**src/rtl/bbs_seed_sched.sv**
```systemverilog
// bbs_seed_sched: walks upward from a candidate seed until an external GCD
// unit reports it coprime to the BBS modulus, or the try budget runs out.
module bbs_seed_sched #(
    parameter int W       = 16,
    parameter int MAX_TRY = 8
) (
    input  logic         clk,
    input  logic         reset,
    input  logic         req_val,
    output logic         req_rdy,
    input  logic [W-1:0] req_seed,
    input  logic [W-1:0] req_m,
    output logic [W-1:0] gcd_a,
    output logic [W-1:0] gcd_b,
    output logic         gcd_val,
    input  logic         gcd_rdy,
    input  logic [W-1:0] gcd_res,
    input  logic         gcd_res_val,
    output logic         gcd_res_rdy,
    output logic         out_val,
    input  logic         out_rdy,
    output logic [W-1:0] out_seed,
    output logic         out_fail,
    output logic [3:0]   out_tries
);

    typedef enum logic [1:0] {IDLE, ISSUE, WAIT, DONE} state_t;

    state_t       state;
    logic [W-1:0] seed;
    logic [W-1:0] m;
    logic [3:0]   tries;
    logic         bad;
    logic         req_bad;

    assign req_bad = (req_m < W'(3))
                  || (req_seed < W'(2))
                  || (req_seed >= req_m);

    assign gcd_a = m;
    assign gcd_b = seed;

    // Rejected requests still spend one cycle in ISSUE, with gcd_val held low.
    always_ff @(posedge clk or negedge reset) begin
        if (!reset) begin
            state       <= IDLE;
            seed        <= '0;
            m           <= '0;
            tries       <= '0;
            bad         <= 1'b0;
            req_rdy     <= 1'b0;
            gcd_val     <= 1'b0;
            gcd_res_rdy <= 1'b0;
            out_val     <= 1'b0;
            out_fail    <= 1'b0;
            out_seed    <= '0;
            out_tries   <= '0;
        end else begin
            unique case (state)
                IDLE: begin
                    req_rdy <= 1'b1;
                    if (req_val && req_rdy) begin
                        seed    <= req_seed;
                        m       <= req_m;
                        tries   <= '0;
                        bad     <= req_bad;
                        req_rdy <= 1'b0;
                        gcd_val <= !req_bad;
                        state   <= ISSUE;
                    end
                end
                ISSUE: begin
                    if (bad) begin
                        out_val   <= 1'b1;
                        out_fail  <= 1'b1;
                        out_seed  <= seed;
                        out_tries <= tries;
                        state     <= DONE;
                    end else if (gcd_rdy) begin
                        tries       <= tries + 4'd1;
                        gcd_val     <= 1'b0;
                        gcd_res_rdy <= 1'b1;
                        state       <= WAIT;
                    end
                end
                WAIT: begin
                    if (gcd_res_val) begin
                        gcd_res_rdy <= 1'b0;
                        if (gcd_res == W'(1)) begin
                            out_val   <= 1'b1;
                            out_fail  <= 1'b0;
                            out_seed  <= seed;
                            out_tries <= tries;
                            state     <= DONE;
                        end else if (tries == 4'(MAX_TRY)) begin
                            out_val   <= 1'b1;
                            out_fail  <= 1'b1;
                            out_seed  <= seed;
                            out_tries <= tries;
                            state     <= DONE;
                        end else begin
                            // m-1 is always coprime to m, so no wrap is needed
                            seed    <= seed + W'(1);
                            gcd_val <= 1'b1;
                            state   <= ISSUE;
                        end
                    end
                end
                DONE: begin
                    if (out_rdy) begin
                        out_val <= 1'b0;
                        req_rdy <= 1'b1;
                        state   <= IDLE;
                    end
                end
            endcase
        end
    end

endmodule

```
**config.mk**
```make
export PLATFORM = sky130hd
export DESIGN_NAME = bbs_seed_sched
export DESIGN_NICKNAME = d
export VERILOG_FILES = /design/src/rtl/bbs_seed_sched.sv
export SDC_FILE = /design/constraint.sdc
export NUM_CORES = 1
export LEC_CHECK = 0
export BUFFER_PORTS_ARGS = -buffer_cell sky130_fd_sc_hd__clkbuf_2
export CAP_MARGIN = 20
export CORE_AREA = 2 2 105 97
export CTS_CLUSTER_SIZE = 20
export DETAILED_ROUTE_END_ITERATION = 10
export DIE_AREA = 0 0 107 99
export PLACE_DENSITY = 0.66
export SYNTH_ARGS = -nofsm -noshare
export SYNTH_HDL_FRONTEND = slang
export SYNTH_SLANG_ARGS = --single-unit
```
**constraint.sdc**
```tcl
create_clock -name clk -period 3.38 [get_ports clk]
set_clock_uncertainty 0.1 [all_clocks]
set_input_delay 0.169 -clock clk [delete_from_list [all_inputs] [get_ports clk]]
set_output_delay 0.169 -clock clk [all_outputs]
set_load 0.005 [all_outputs]
```
==> results of run 1 <==
-- Yosys cell counts, types with 4 or more instances --
library cell and number:
a211oi_1 5, a21o_1 4, a21oi_1 21, clkbuf_1 7, dfrtp_1 64, ha_1 24, inv_1 25, mux2_2 21
nand2_1 41, nand2b_1 5, nand3_1 11, nand4_1 6, nor2_1 20, nor3_1 8, nor4_1 6, o21ai_0 36
o22ai_1 5
-- metal layers --
layer / vias up / part of all wire (%) / global-route usage, %
met5: - / 0 / 0
met4: 0 / 2.2 / 6.294
met3: 21 / 6.2 / 4.696
met2: 130 / 47 / 31.36
met1: 1544 / 44 / 24.09
li1: 1587 / - / -
-- state kept, by name (all words and copies together), names as in the netlist --
register     flops
bad              1
gcd_val          1
gcd_b           16
out_val          1
state            2
gcd_res_rdy      1
req_rdy          1
out_seed        16
gcd_a           16
tries            4
out_tries        4
out_fail         1
-- kinds of logic (layout without fill, tap and decap cells) --
family          Yosys count  after routing  share of synthesized area [%]
mux                      22             22                          6.929
simple gates            121            121                          17.83
xor+xnor                  2              2                         0.4925
fa+ha+maj                24             24                          8.442
buf+inv                  37            167                          4.326
flops                    64             64                          45.02
compound gates           97             97                          16.95
-- per-stage QoR --
stage          hold WS [ns]  setup WS, ns  std cells  power (W)  util, %
6_report            0.01302        0.7901        623   0.003896    48.25
5_1_grt             0.01452        0.5987        623   0.004216    48.25
3_3_place_gp         0.1129        0.7016        599   0.003038    44.92
2_1_floorplan       -0.2266         1.056        367   0.002474        -
3_5_place_dp         0.1082        0.5191        599   0.003118    44.92
4_1_cts           0.0002882        0.5119        622   0.003928    48.19
-- power breakdown --
group          switching (W)  internal, W  total, W
sequential          0.000295      0.00110   0.00139
clock               0.000310     0.000476  0.000786
combinational       0.000912     0.000807   0.00172
-- worst max-delay path, stage by stage, from the launching register on --
cell and delay, ns:
dfrtp_1 0.43, inv_1 0.14, ha_1 0.19, buf_4 0.26
clkinv_1 0.34, nand4_1 0.20, buf_4 0.22, o31ai_1 0.14
buf_2 0.20, o22ai_1 0.18, nor3_2 0.05
-- worst max path at each step --
stage / from / endpoint / slack (ns) / depth (start not counted)
5_1_grt: state[0]$_DFFE_PN0P_ / gcd_b[13]$_DFFE_PN0P_ / 0.60 / 10
3_5_place_dp: state[0]$_DFFE_PN0P_ / gcd_b[15]$_DFFE_PN0P_ / 0.52 / 7
6_report: state[0]$_DFFE_PN0P_ / gcd_b[13]$_DFFE_PN0P_ / 0.79 / 10
3_3_place_gp: state[0]$_DFFE_PN0P_ / gcd_b[2]$_DFFE_PN0P_ / 0.70 / 7
4_1_cts: state[0]$_DFFE_PN0P_ / gcd_b[15]$_DFFE_PN0P_ / 0.51 / 7
2_1_floorplan: state[0]$_DFFE_PN0P_ / gcd_b[15]$_DFFE_PN0P_ / 1.06 / 7
-- layout make-up --
| cell class | count | area (um2) | share of cell area [%] |
|---|---|---|---|
| Inverter | 26 | 97.59 | 2.132 |
| Clock buffer | 12 | 165.2 | 3.609 |
| Sequential cell | 64 | 1602 | 34.99 |
| Timing Repair Buffer | 125 | 678.2 | 14.82 |
| Multi-Input combinational cell | 266 | 1802 | 39.37 |
| Clock inverter | 4 | 75.07 | 1.640 |
| Tap cell | 126 | 157.7 | 3.445 |
==> key figures, run 1 <==
Run status
  • Status: complete, no violations

Routing
  • WL final: 9780 um
  • DRC errors left: 0
  • Final ANT Viol Nets: 0
  • DR WL/cell: 15.70 um
  • Drt first pass iters: 4
  • Total number of vias: approximately 3.3k
  • DR iter-0 viols: between 150 and 200
  • Vias per std cell: 5.268

Final layout
  • Ratio of cells with drive above 1 in the final layout: between 30% and 40%
  • Most frequent cells in the layout: clkbuf_2 (110), dfrtp_1 (64), nand2_1 (41), o21ai_0 (36), inv_1 (25)
  • Area growth syn-to-layout: 28.67%
  • Nets: 570
  • # fillers: 906
  • Most common cell after layout, fill and taps aside: clkbuf_2
  • N_diodes: 0
  • Post-route cell area: 4577 um2

Power and ir drop
  • Leakage: approximately 2.2 nW
  • Maximum VDD drop: 0.4126 mV
  • PD cells: 851.3 nW/um2

Synth
  • Share of flip-flops with an asynchronous set or reset: 100.0%
  • Synth top area cells: dfrtp_1 (45%), ha_1 (8.4%), mux2_2 (6.6%), o21ai_0 (5.1%), nand2_1 (4.3%)
  • Mapped Nets: 445
  • Mapped Avg Cell Area: roughly 9.7 um2
  • Number of synthesized register bits: 64
  • Sequential-to-total area share from yosys stat: 45.02%
  • Synth warn: 0
  • Post-synthesis cell area: 3557 um2
  • Post-Syn Instances: approximately 370
  • Library cells used by synthesis: 57
  • Primary FF master, synth: dfrtp_1
  • Synth top area share: 45.02%
  • Leading area contributor after synthesis: dfrtp_1
  • Number of flops mapped to enable cells by yosys: 0

Die
  • Placeable Area: 9487 um2
  • Die X: 107 um
  • Starting Density: ~37%
  • Chip height: 99 um
  • Die area: around 11000 um2
  • Row cnt: 34
  • I/O pin count: around 110

Clocking
  • Inserted Clock Buffers: 9
  • Post-CTS Setup Repair Bufs: 0
  • CTS Sinks: 64
  • CTS tree: built
  • Root Driver: clkbuf_8
  • CTS max path bufs: 2
  • Worst-Skew Late Latency: 0.35 ns
  • Clock slew at reported path FFs: 0.07 ns
  • Hold_buf cts: 7
  • Number of gates resized after CTS: 0
  • Max H-tree Level: 3

Hold path
  • Hold Path Depth: 3
  • Hold endpoint: req_rdy$_DFFE_PN0P_
  • Hold wc startpoint: out_rdy
  • HP Class: input port to flop

Worst setup path
  • Crit Path Max Fanout: 21
  • Critical path class: flop to flop
  • Critical Path End Type: flop
  • CP arrival: 2.72 ns
  • Worst R2R End: gcd_b[13]$_DFFE_PN0P_
  • R2R setup slack: 0.79 ns
  • Reg-to-Reg Start: state[0]$_DFFE_PN0P_
  • Data required time of the worst path: 3.51 ns
  • Worst Setup Start Kind: flop
  • Reg2Reg Depth: 10

STA
  • Max-slew violation count: 0
  • Setup_tns: 0 ns
  • Post-layout minimum cycle time: 2.590 ns
  • Worst-Margin Slew: approximately 0.86 ns
  • Final hold violation count: 0
  • Max_slew headroom: 42.16%
  • Peak Freq: 0.3861 GHz
  • Final period util: between 70% and 80%
  • Setup violators final: 0
  • RSZ-0062 raised after global routing: false

Global route
  • Total Routing Usage GR: 18.88%
  • Initial antenna violation count: 0
  • First-pass GRT wire length: about 16000 um
  • GRT overflow: 0
  • Vias in the first global route: about 3.2k
  • Largest net degree at the start of global routing: 34

Placed design
  • Placed Area: between 4000 and 5000 um2
  • Post-DP HPWL: about 7500 um
  • Placer Congestion: roughly 0.85
  • PortBufs: 110

Flow run
  • Maxcap violations: 0
Power figures use the tool's default switching activity.
==> run 2: changes to the inputs <==
--- a/config.mk
+++ b/config.mk
@@ -11,7 +11,7 @@
 export CTS_CLUSTER_SIZE = 20
 export DETAILED_ROUTE_END_ITERATION = 10
 export DIE_AREA = 0 0 107 99
-export PLACE_DENSITY = 0.66
+export PLACE_DENSITY = 0.68
 export SYNTH_ARGS = -nofsm -noshare
 export SYNTH_HDL_FRONTEND = slang
 export SYNTH_SLANG_ARGS = --single-unit
==> constraint.sdc (replaced) <==
create_clock -name clk -period 2.2 [get_ports clk]
set_clock_uncertainty 0.1 [all_clocks]
set_input_delay 0.11 -clock clk [delete_from_list [all_inputs] [get_ports clk]]
set_output_delay 0.11 -clock clk [all_outputs]
set_load 0.005 [all_outputs]
==> run 2 against run 1 <==
  * Clock-buffer cell count down 3
  * Register-to-register slack worse by 0.70 ns
  * First-iteration DRC count up 38%
  * Via count up 6.9%
  * Sequential cell count unchanged
  * Final cell count up 4.8%
  * Wire length up 2.9%
  * Critical path type unchanged
  * Largest cell class unchanged
==> key figures, run 2 (synthesized netlist as in run 1, its figures left out) <==
Routing
  • Vias per std cell: 5.371 (+1.9%)
  • WL final: 10070 um (+2.9%)
  • DR iter-0 viols: 225 (+38%)
  • DR WL/cell: 15.41 um (-1.8%)
  • Final ANT Viol Nets: 0 (unchanged)
  • DRC errors left: 0 (unchanged)
  • Drt first pass iters: 5 (+1)
  • Total number of vias: 3507 (+6.9%)

Placed design
  • Dpl ws: -0.01314 ns (-0.5322 ns)
  • PortBufs: 110 (unchanged)
  • Post-DP HPWL: 7551 um (+0.56%)
  • Placer Congestion: 0.8471 (-0.35%)
  • Placed Area: 4397 um2 (+3.2%)

Global route
  • Largest net degree at the start of global routing: 43 (+26%)
  • Total Routing Usage GR: 19.55% (+0.67 points)
  • Initial antenna violation count: 0 (unchanged)
  • Vias in the first global route: 3433 (+5.7%)
  • GRT overflow: 0 (unchanged)
  • First-pass GRT wire length: 16460 um (+3.9%)

STA
  • Setup_tns: 0 ns (unchanged)
  • Final WS setup: 0.09175 ns (-0.6983 ns)
  • Peak Freq: 0.4743 GHz (+23%)
  • Worst-Margin Slew: 0.5929 ns (-0.2627 ns)
  • Final hold violation count: 0 (unchanged)
  • Setup violators final: 0 (unchanged)
  • RSZ-0062 raised after global routing: false
  • Post-layout minimum cycle time: 2.108 ns (-0.4817 ns)
  • Final period util: 95.83% (+19 points)
  • Max-slew violation count: 0 (unchanged)
  • Max_slew headroom: 60.47% (+18 points)

Die
  • I/O pin count: 111 (unchanged)
  • Die X: 107 um (unchanged)
  • Placeable Area: 9487 um2 (unchanged)
  • Starting Density: 37.50% (unchanged)
  • Chip height: 99 um (unchanged)
  • Die area: 10590 um2 (unchanged)
  • Row cnt: 34 (unchanged)

Clocking
  • CTS tree: built
  • Root Driver: clkbuf_8
  • CTS max path bufs: 2 (unchanged)
  • Clock slew at reported path FFs: 0.07 ns (about the same)
  • Max H-tree Level: 3 (unchanged)
  • Post-CTS Setup Repair Bufs: 0 (unchanged)
  • Inserted Clock Buffers: 9 (unchanged)
  • Worst-Skew Late Latency: 0.34 ns (about the same)
  • CTS Sinks: 64 (unchanged)

Power and ir drop
  • Tot Pwr: 0.006048 W (+55%)
  • Leakage: 2.338 nW (+5.8%)
  • PD cells: 1247 nW/um2 (+47%)
  • Maximum VDD drop: 0.4990 mV (+21%)

Final layout
  • Post-layout util: 51.11% (+2.9 points)
  • Post-route cell area: 4848 um2 (+5.9%)
  • N_diodes: 0 (unchanged)
  • Most common cell after layout, fill and taps aside: clkbuf_2
  • Ratio of cells with drive above 1 in the final layout: 35.10% (+1.3 points)
  • Nets: 600 (+5.3%)
  • Area occupied by multi-input gates: 1814 um2 (+0.69%)
  • FF/Latch Area: 1602 um2 (unchanged)
  • # fillers: 878 (-3.1%)
  • Most frequent cells in the layout: clkbuf_2 (110), dfrtp_1 (64), nand2_1 (41), o21ai_0 (36), inv_1 (25)
  • Area growth syn-to-layout: 36.30%

Worst setup path
  • Critical path class: flop to flop
  • Critical Path End Type: flop
  • Reg2Reg Depth: 7 (-3)
  • Data required time of the worst path: 2.34 ns (-1.17 ns)
  • CP arrival: 2.24 ns (-0.48 ns)
  • Worst Setup Start Kind: flop
  • Crit Path Max Fanout: 8 (-62%)

Run status
  • Status: complete, no violations

Hold path
  • HP Class: input port to flop
  • Hold Path Depth: 2 (-1)

Flow run
  • Maxcap violations: 0 (unchanged)
run 2: changes by cell type in the layout (fill, tap and decap cells not counted), sizes merged:
cell         change
dlygate4sd3     +17
buf             +13
clkbuf           -3
clkinv           +3
bufinv           -1
clkinvlp         +1
run 2: worst paths after layout:
kind	startpoint	to	slack, ns
max in group asynchronous	reset	bad$_DFFE_PN0P_	1.14
min	req_seed[6]	gcd_b[6]$_DFFE_PN0P_	0.03
max	state[0]$_DFFE_PN0P_	gcd_b[5]$_DFFE_PN0P_	0.09
min reg2reg	gcd_a[10]$_DFFE_PN0P_	gcd_a[10]$_DFFE_PN0P_	0.39
min in group asynchronous	reset	gcd_a[4]$_DFFE_PN0P_	0.20
max reg2reg	state[0]$_DFFE_PN0P_	gcd_b[5]$_DFFE_PN0P_	0.09
run 2: cell type report:
cell class	count	share of cell area, %
clock buffers	9	2.555
clock inverters	7	1.497
inverters	26	2.090
multi-input cells	266	37.42
flip-flops and latches	64	33.03
well taps	126	3.252
repair buffers	155	20.15
run 2: critical path, cell delays in order, from the launching register on:
cell and delay, ns:
dfrtp_1 0.36, inv_1 0.09, ha_1 0.21, a21boi_1 0.17, nor2_2 0.18, nand3_2 0.21
or4_1 0.50, and3_1 0.19
run 2: layer usage:
layer	wire [um]	vias up	track usage, %
met2	4806	154	32.73
met3	644	27	3.902
met4	224	0	7.193
met1	4388	1673	25.08
li1	-	1653	-
met5	0	-	0
run 2: what timing repair did:
action,in CTS,in global routing
gates resized for setup,1,3
hold buffers,24,0
endpoints found under the setup margin,1,10
endpoints found under the hold margin,45,0
run 2: power breakdown:
group | total, W | internal, W | switching [W]
Sequential | 0.00212 | 0.00168 | 0.000435
Clock | 0.00101 | 0.000522 | 0.000486
Combinational | 0.00292 | 0.00144 | 0.00148
Total | 0.00605 | 0.00365 | 0.00240
run 2: per-stage QoR:
step	hold slack, ns	std cells
after global routing	0.01412	653
after floorplan	-0.2856	367
after global placement	0.03914	613
after detailed placement	0.05200	613
final	0.03209	653
after CTS	0.01095	653
